==> src/rtl/multicycle_controller_if.sv <==
// Control bus between the multicycle sequencing controller and the datapath.
// The master modport is the controller side; the slave modport is the datapath side.
interface multicycle_controller_if;
  logic [6:0] Opcode;
  logic [2:0] func3;
  logic       func7;
  logic       Zero;
  logic       Mem_Ready;
  logic       PC_Write;
  logic       Adr_Src;
  logic       Mem_Write;
  logic       IR_Write;
  logic       Reg_Write;
  logic [1:0] Result_Src;
  logic [1:0] ALU_Src_A;
  logic [1:0] ALU_Src_B;
  logic [1:0] Imm_Src;
  logic [2:0] ALU_Control;
  logic       Illegal;
  logic [3:0] State;

  modport master (
    input  Opcode, func3, func7, Zero, Mem_Ready,
    output PC_Write, Adr_Src, Mem_Write, IR_Write, Reg_Write, Result_Src,
           ALU_Src_A, ALU_Src_B, Imm_Src, ALU_Control, Illegal, State
  );

  modport slave (
    output Opcode, func3, func7, Zero, Mem_Ready,
    input  PC_Write, Adr_Src, Mem_Write, IR_Write, Reg_Write, Result_Src,
           ALU_Src_A, ALU_Src_B, Imm_Src, ALU_Control, Illegal, State
  );
endinterface

==> src/rtl/multicycle_controller.sv <==
// Moore sequencing FSM for the multi-cycle RISC-V core (one ALU, one memory port).
// Define MC_JAL_EN to decode jal; otherwise opcode 1101111 traps as illegal.
module multicycle_controller (
  input  logic                           clk,
  input  logic                           rst,
  multicycle_controller_if.master        bus
);

  typedef enum logic [3:0] {
    FETCH    = 4'd0,
    DECODE   = 4'd1,
    MEMADR   = 4'd2,
    MEMREAD  = 4'd3,
    MEMWB    = 4'd4,
    MEMWRITE = 4'd5,
    EXECUTER = 4'd6,
    ALUWB    = 4'd7,
    EXECUTEI = 4'd8,
    JAL      = 4'd9,
    BEQ      = 4'd10,
    TRAP     = 4'd11
  } state_t;

  localparam logic [6:0] OP_LW  = 7'b0000011;
  localparam logic [6:0] OP_SW  = 7'b0100011;
  localparam logic [6:0] OP_R   = 7'b0110011;
  localparam logic [6:0] OP_I   = 7'b0010011;
  localparam logic [6:0] OP_BEQ = 7'b1100011;
  localparam logic [6:0] OP_JAL = 7'b1101111;

  state_t     state;
  state_t     next_state;
  state_t     view;
  logic       illegal_q;
  logic [2:0] alu_func;

  always_ff @(posedge clk) begin
    if (rst) begin
      state     <= FETCH;
      illegal_q <= 1'b0;
    end else begin
      state <= next_state;
      if (state == DECODE && next_state == TRAP)
        illegal_q <= 1'b1;
    end
  end

  always_comb begin
    next_state = state;
    case (state)
      FETCH:    if (bus.Mem_Ready) next_state = DECODE;
      DECODE: begin
        case (bus.Opcode)
          OP_LW, OP_SW: next_state = MEMADR;
          OP_R:         next_state = EXECUTER;
          OP_I:         next_state = EXECUTEI;
          OP_BEQ:       next_state = BEQ;
`ifdef MC_JAL_EN
          OP_JAL:       next_state = JAL;
`endif
          default:      next_state = TRAP;
        endcase
      end
      // Opcode bit 5 separates sw from lw.
      MEMADR:   next_state = bus.Opcode[5] ? MEMWRITE : MEMREAD;
      MEMREAD:  if (bus.Mem_Ready) next_state = MEMWB;
      MEMWRITE: if (bus.Mem_Ready) next_state = FETCH;
      EXECUTER: next_state = ALUWB;
      EXECUTEI: next_state = ALUWB;
      JAL:      next_state = ALUWB;
      MEMWB:    next_state = FETCH;
      ALUWB:    next_state = FETCH;
      BEQ:      next_state = FETCH;
      TRAP:     next_state = TRAP;
      default:  next_state = FETCH;
    endcase
  end

  // Only R-type (Opcode[5]=1) may turn func3 000 into a subtract.
  always_comb begin
    alu_func = 3'b000;
    case (bus.func3)
      3'b000:  alu_func = (bus.Opcode[5] & bus.func7) ? 3'b001 : 3'b000;
      3'b010:  alu_func = 3'b101;
      3'b110:  alu_func = 3'b011;
      3'b111:  alu_func = 3'b010;
      default: alu_func = 3'b000;
    endcase
  end

  always_comb begin
    bus.Imm_Src = 2'b00;
    case (bus.Opcode)
      OP_SW:   bus.Imm_Src = 2'b01;
      OP_BEQ:  bus.Imm_Src = 2'b10;
`ifdef MC_JAL_EN
      OP_JAL:  bus.Imm_Src = 2'b11;
`endif
      default: bus.Imm_Src = 2'b00;
    endcase
  end

  // While reset is high the selects look like FETCH but every write enable is held off.
  always_comb begin
    view            = rst ? FETCH : state;
    bus.PC_Write    = 1'b0;
    bus.Adr_Src     = 1'b0;
    bus.Mem_Write   = 1'b0;
    bus.IR_Write    = 1'b0;
    bus.Reg_Write   = 1'b0;
    bus.Result_Src  = 2'b00;
    bus.ALU_Src_A   = 2'b00;
    bus.ALU_Src_B   = 2'b00;
    bus.ALU_Control = 3'b000;
    case (view)
      FETCH: begin
        bus.IR_Write   = bus.Mem_Ready;
        bus.PC_Write   = bus.Mem_Ready;
        bus.ALU_Src_B  = 2'b10;
        bus.Result_Src = 2'b10;
      end
      DECODE: begin
        bus.ALU_Src_A = 2'b01;
        bus.ALU_Src_B = 2'b01;
      end
      MEMADR: begin
        bus.ALU_Src_A = 2'b10;
        bus.ALU_Src_B = 2'b01;
      end
      MEMREAD:  bus.Adr_Src = 1'b1;
      MEMWB: begin
        bus.Result_Src = 2'b01;
        bus.Reg_Write  = 1'b1;
      end
      MEMWRITE: begin
        bus.Adr_Src   = 1'b1;
        bus.Mem_Write = 1'b1;
      end
      EXECUTER: begin
        bus.ALU_Src_A   = 2'b10;
        bus.ALU_Control = alu_func;
      end
      EXECUTEI: begin
        bus.ALU_Src_A   = 2'b10;
        bus.ALU_Src_B   = 2'b01;
        bus.ALU_Control = alu_func;
      end
      ALUWB:    bus.Reg_Write = 1'b1;
      BEQ: begin
        bus.ALU_Src_A   = 2'b10;
        bus.ALU_Control = 3'b001;
        bus.PC_Write    = bus.Zero;
      end
      JAL: begin
        bus.ALU_Src_A = 2'b01;
        bus.ALU_Src_B = 2'b10;
        bus.PC_Write  = 1'b1;
      end
      default: ;
    endcase
    if (rst) begin
      bus.PC_Write = 1'b0;
      bus.IR_Write = 1'b0;
    end
  end

  assign bus.Illegal = illegal_q;
  assign bus.State   = state;

endmodule

==> src/flat_wrapper.sv <==
// flat-port wrapper written by rule: the top's interface ports become plain ports
module multicycle_controller_flat 
  (clk, rst, bus_Opcode, bus_func3, bus_func7, bus_Zero, bus_Mem_Ready, bus_PC_Write, bus_Adr_Src, bus_Mem_Write, bus_IR_Write, bus_Reg_Write, bus_Result_Src, bus_ALU_Src_A, bus_ALU_Src_B, bus_Imm_Src, bus_ALU_Control, bus_Illegal, bus_State);
  multicycle_controller_if bus_i ();
  input  logic clk;
  input  logic rst;
  input wire logic [$bits(bus_i.Opcode)-1:0] bus_Opcode;
  input wire logic [$bits(bus_i.func3)-1:0] bus_func3;
  input wire logic [$bits(bus_i.func7)-1:0] bus_func7;
  input wire logic [$bits(bus_i.Zero)-1:0] bus_Zero;
  input wire logic [$bits(bus_i.Mem_Ready)-1:0] bus_Mem_Ready;
  output wire logic [$bits(bus_i.PC_Write)-1:0] bus_PC_Write;
  output wire logic [$bits(bus_i.Adr_Src)-1:0] bus_Adr_Src;
  output wire logic [$bits(bus_i.Mem_Write)-1:0] bus_Mem_Write;
  output wire logic [$bits(bus_i.IR_Write)-1:0] bus_IR_Write;
  output wire logic [$bits(bus_i.Reg_Write)-1:0] bus_Reg_Write;
  output wire logic [$bits(bus_i.Result_Src)-1:0] bus_Result_Src;
  output wire logic [$bits(bus_i.ALU_Src_A)-1:0] bus_ALU_Src_A;
  output wire logic [$bits(bus_i.ALU_Src_B)-1:0] bus_ALU_Src_B;
  output wire logic [$bits(bus_i.Imm_Src)-1:0] bus_Imm_Src;
  output wire logic [$bits(bus_i.ALU_Control)-1:0] bus_ALU_Control;
  output wire logic [$bits(bus_i.Illegal)-1:0] bus_Illegal;
  output wire logic [$bits(bus_i.State)-1:0] bus_State;
  assign bus_i.Opcode = bus_Opcode;
  assign bus_i.func3 = bus_func3;
  assign bus_i.func7 = bus_func7;
  assign bus_i.Zero = bus_Zero;
  assign bus_i.Mem_Ready = bus_Mem_Ready;
  assign bus_PC_Write = bus_i.PC_Write;
  assign bus_Adr_Src = bus_i.Adr_Src;
  assign bus_Mem_Write = bus_i.Mem_Write;
  assign bus_IR_Write = bus_i.IR_Write;
  assign bus_Reg_Write = bus_i.Reg_Write;
  assign bus_Result_Src = bus_i.Result_Src;
  assign bus_ALU_Src_A = bus_i.ALU_Src_A;
  assign bus_ALU_Src_B = bus_i.ALU_Src_B;
  assign bus_Imm_Src = bus_i.Imm_Src;
  assign bus_ALU_Control = bus_i.ALU_Control;
  assign bus_Illegal = bus_i.Illegal;
  assign bus_State = bus_i.State;
  multicycle_controller u_core (.clk(clk), .rst(rst), .bus(bus_i));
endmodule
==> config.mk <==
export PLATFORM = sky130hd
export DESIGN_NAME = multicycle_controller_flat
export DESIGN_NICKNAME = d
export VERILOG_FILES = /design/src/rtl/multicycle_controller_if.sv /design/src/rtl/multicycle_controller.sv /design/src/flat_wrapper.sv
export SDC_FILE = /design/constraint.sdc
export NUM_CORES = 1
export LEC_CHECK = 0
export CAP_MARGIN = 30
export CORE_ASPECT_RATIO = 1.1
export CORE_MARGIN = 4
export CORE_UTILIZATION = 25
export CTS_CLUSTER_DIAMETER = 80
export DETAILED_ROUTE_END_ITERATION = 10
export PLACE_DENSITY_LB_ADDON = 0.05
export SYNTH_ARGS = -nofsm -noshare
export SYNTH_HDL_FRONTEND = slang
export SYNTH_SLANG_ARGS = --single-unit
export TNS_END_PERCENT = 20
==> constraint.sdc <==
create_clock -name clk -period 1.75 [get_ports clk]
set_input_delay 0.2625 -clock clk [delete_from_list [all_inputs] [get_ports clk]]
set_output_delay 0.2625 -clock clk [all_outputs]
set_load 0.02 [all_outputs]
==> flow_summary.json <==
{
  "status": "complete, no violations",
  "yosysMostFrequentCell": "nor3_1",
  "cp.required_ps": 1490,
  "sequentialPowerShare_pct": 12.6,
  "stdcell_count": 182,
  "syn_avg_cell_area_sq_um": 7.08,
  "routed_wl_mm": 2.13,
  "path_clk_slew_ps": 50,
  "power.total_mw": 1.81,
  "n_antenna_cell": 0,
  "die-width_um": 56.1,
  "worstPathCellList": "clkdlybuf4s50_1 -> nor2_1 -> a21boi_0 -> dlygate4sd2_1",
  "tightest_slew_ps": 242,
  "finalHoldViolations": 0,
  "relSlewSlack_pct": 83.7,
  "wl_per_cell_um": 11.7,
  "combPwrFrac_pct": 79.8,
  "synth_warnings": 0,
  "async_flop_share_pct": 0,
  "start_kind": "primary input",
  "initial_core_util_pct": 27.2,
  "syn_area_sq_um": 637,
  "rows": 18,
  "ios": 36,
  "max_stage_delay_ps": 480,
  "maxClockFrequency_mhz": 579,
  "num_vias": 865,
  "yosysTopAreaCell": "dfxtp_1",
  "p_per_area_nw_per_um2": 1510,
  "path_class": "primary input to output pin",
  "ys_top_cells_by_area": "dfxtp_1 (16%), nor3_1 (7.1%), nor2_1 (4.7%), a21oi_1 (3.9%), nand2b_1 (3.9%)",
  "fillers": 252,
  "cts_buffers": 3,
  "drive_gt1_share_pct": 36.8,
  "route.detailed.drc": 0,
  "placed_cells": 177,
  "ir_drop_uv": 944,
  "seq_area_frac_synth_pct": 15.7,
  "power_frac_clock_pct": 7.6,
  "core_sq_um": 2340,
  "switching_share_pct": 44.8,
  "syn2layout_area_growth_pct": 88.8,
  "cp_max_fo": 4,
  "rsz0062_at_grt": "true",
  "dieArea_sq_um": 3420,
  "synth_nets": 105,
  "critPathArrivalTime_ps": 1470,
  "internal_power_mw": 1.00,
  "setup_viol": 0,
  "root_buffer": "clkbuf_4",
  "synth.top_cell.area_share_pct": 15.7,
  "h-tree-depth": 1,
  "cts.sinks": 5,
  "cap_viol_max_count": 0,
  "crit_family": "buffers and inverters",
  "power.switching_mw": 0.813,
  "grtUsageTotal_pct": 13.2,
  "synth_flop_cell": "dfxtp_1",
  "clkLatencyLatePin_ps": 250,
  "grt_max_degree": 13,
  "crit_path_end_kind": "output pin",
  "overflow": 0,
  "worst-path-buf-inv": 2,
  "hold_path.class": "flop to flop",
  "slew_violations": 0,
  "grt_use_met3_pct": 2.98,
  "grt_pass1_wl_mm": 3.61,
  "setup_tns_ps": 0,
  "synth_edf_count": 0,
  "synth_commonest_cells": "nor3_1 (9), nor2_1 (8), nand2_1 (6)",
  "min_period_over_period_pct": 98.8,
  "cts_tree": "done",
  "drtPass1Iterations": 4,
  "crit_slowest_cell": "clkdlybuf4s50_1",
  "whs_ps": 487,
  "antenna_found_initial": 0,
  "use_met1_pct": 15.4,
  "met2_usage_pct": 24.9,
  "vias_per_cell": 4.75,
  "top_usage_layer": "met2",
  "place_congestion": 0.807,
  "fin_skew_ps": 7.85,
  "synth_cell_types": 43,
  "port_buffers": 35,
  "fin_crit_ps": 1730,
  "cts_max_path_buffers": 2,
  "ys_ff_latch": 5,
  "grt_pass1_vias": 847,
  "die_h_um": 60.9,
  "drtIter0Drc": 3,
  "dpl.hpwl_mm": 1.79,
  "synth_cells": 90,
  "leakage_nw": 0.570,
  "antenna_left": 0,
  "nets": 168
}
power by group through the flow:
| stage | registers (mW) | logic, mW | clock network [mW] |
|---|---|---|---|
| final | 0.229 | 1.45 | 0.137 |
| after global routing | 0.240 | 1.58 | 0.150 |
| after CTS | 0.232 | 1.45 | 0.140 |
| after detailed placement | 0.229 | 1.51 | 0 |
| after global placement | 0.229 | 1.51 | 0 |
| after floorplan | 0.266 | 0.782 | 0 |
cells by family (layout without fill, tap and decap cells):
group	Yosys count	after routing	synth area share, %
DFF	5	5	15.7
AOI/OAI and AO/OA	24	24	27.5
xor gates and xnor gates	3	3	4.13
and+or+nand+nor	45	45	41.5
buffers and inverters	13	75	11.2
final timing paths:
path / startpoint / end / depth (start not counted) / slack (ps)
setup / recovery: rst / bus_ALU_Src_A[1] / 4 / 20
hold / removal: u_core.bus.Illegal / u_core.bus.Illegal / 1 / 490
setup reg to reg: u_core.bus.State[0] / u_core.bus.State[2] / 6 / 430
hold reg to reg: u_core.bus.Illegal / u_core.bus.Illegal / 1 / 490
stage by stage:
| stage | area (sq um) | util (%) | worst slack (ps) |
|---|---|---|---|
| after floorplan | 644 | - | -101 |
| after global placement | 1200 | 51.4 | -507 |
| after detailed placement | 1200 | 51.4 | -554 |
| after CTS | 1200 | 51.2 | -3.89 |
| after global routing | 1200 | 51.3 | -32.4 |
| final | 1200 | 51.3 | 21.6 |
sequential cells by signal (all words and copies together), names as in the netlist:
name                flops
u_core.bus.Illegal      1
u_core.bus.State        4
what timing repair did:
action / in CTS / in global routing
setup endpoints to repair: 18 / 12
cloned: 0 / 0
gates resized for setup: 42 / 23
pin swaps: 3 / 3
hold buffers: 0 / 0
buffers inserted: 0 / 1
metal layers:
layer,vias to the layer above,part of all wire (%)
met1,389,44
met3,2,5.6
met4,0,0.56
met2,21,49
li1,453,-
met5,-,0
area by class of cell:
class / count / area, sq um / area share (%)
inverters: 5 / 18.8 / 1.56
well taps: 30 / 37.5 / 3.12
clock buffers: 4 / 26.3 / 2.19
multi-input cells: 72 / 487 / 40.5
flip-flops and latches: 5 / 103 / 8.53
repair buffers: 66 / 531 / 44.1
layout by cell type (no fill, tap or decap), types with 2 or more instances in the layout:
cell type and count:
clkdlybuf4s50_1 14, nor3_1 9, nor2_1 8, a21boi_0 3
nand3b_1 2, nand3_1 2, clkbuf_2 6, dlymetal6s2s_1 3
buf_2 4, nor2b_1 2, clkbuf_4 3, dlygate4sd2_1 6
nand2_1 6, a21oi_1 4, dfxtp_1 3, a21oi_2 2
xor2_1 2, inv_1 4, o31a_1 2, dfxtp_2 2
buf_4 32, nand2b_1 4
worst reg2reg max path, delay by kind of cell (launching register included):
kind,cells,cell delay [ps]
buffers and inverters,2,330
DFF,1,310
AOI/OAI and AO/OA,3,450
and+or+nand+nor,1,130
Power figures use the tool's default switching activity.
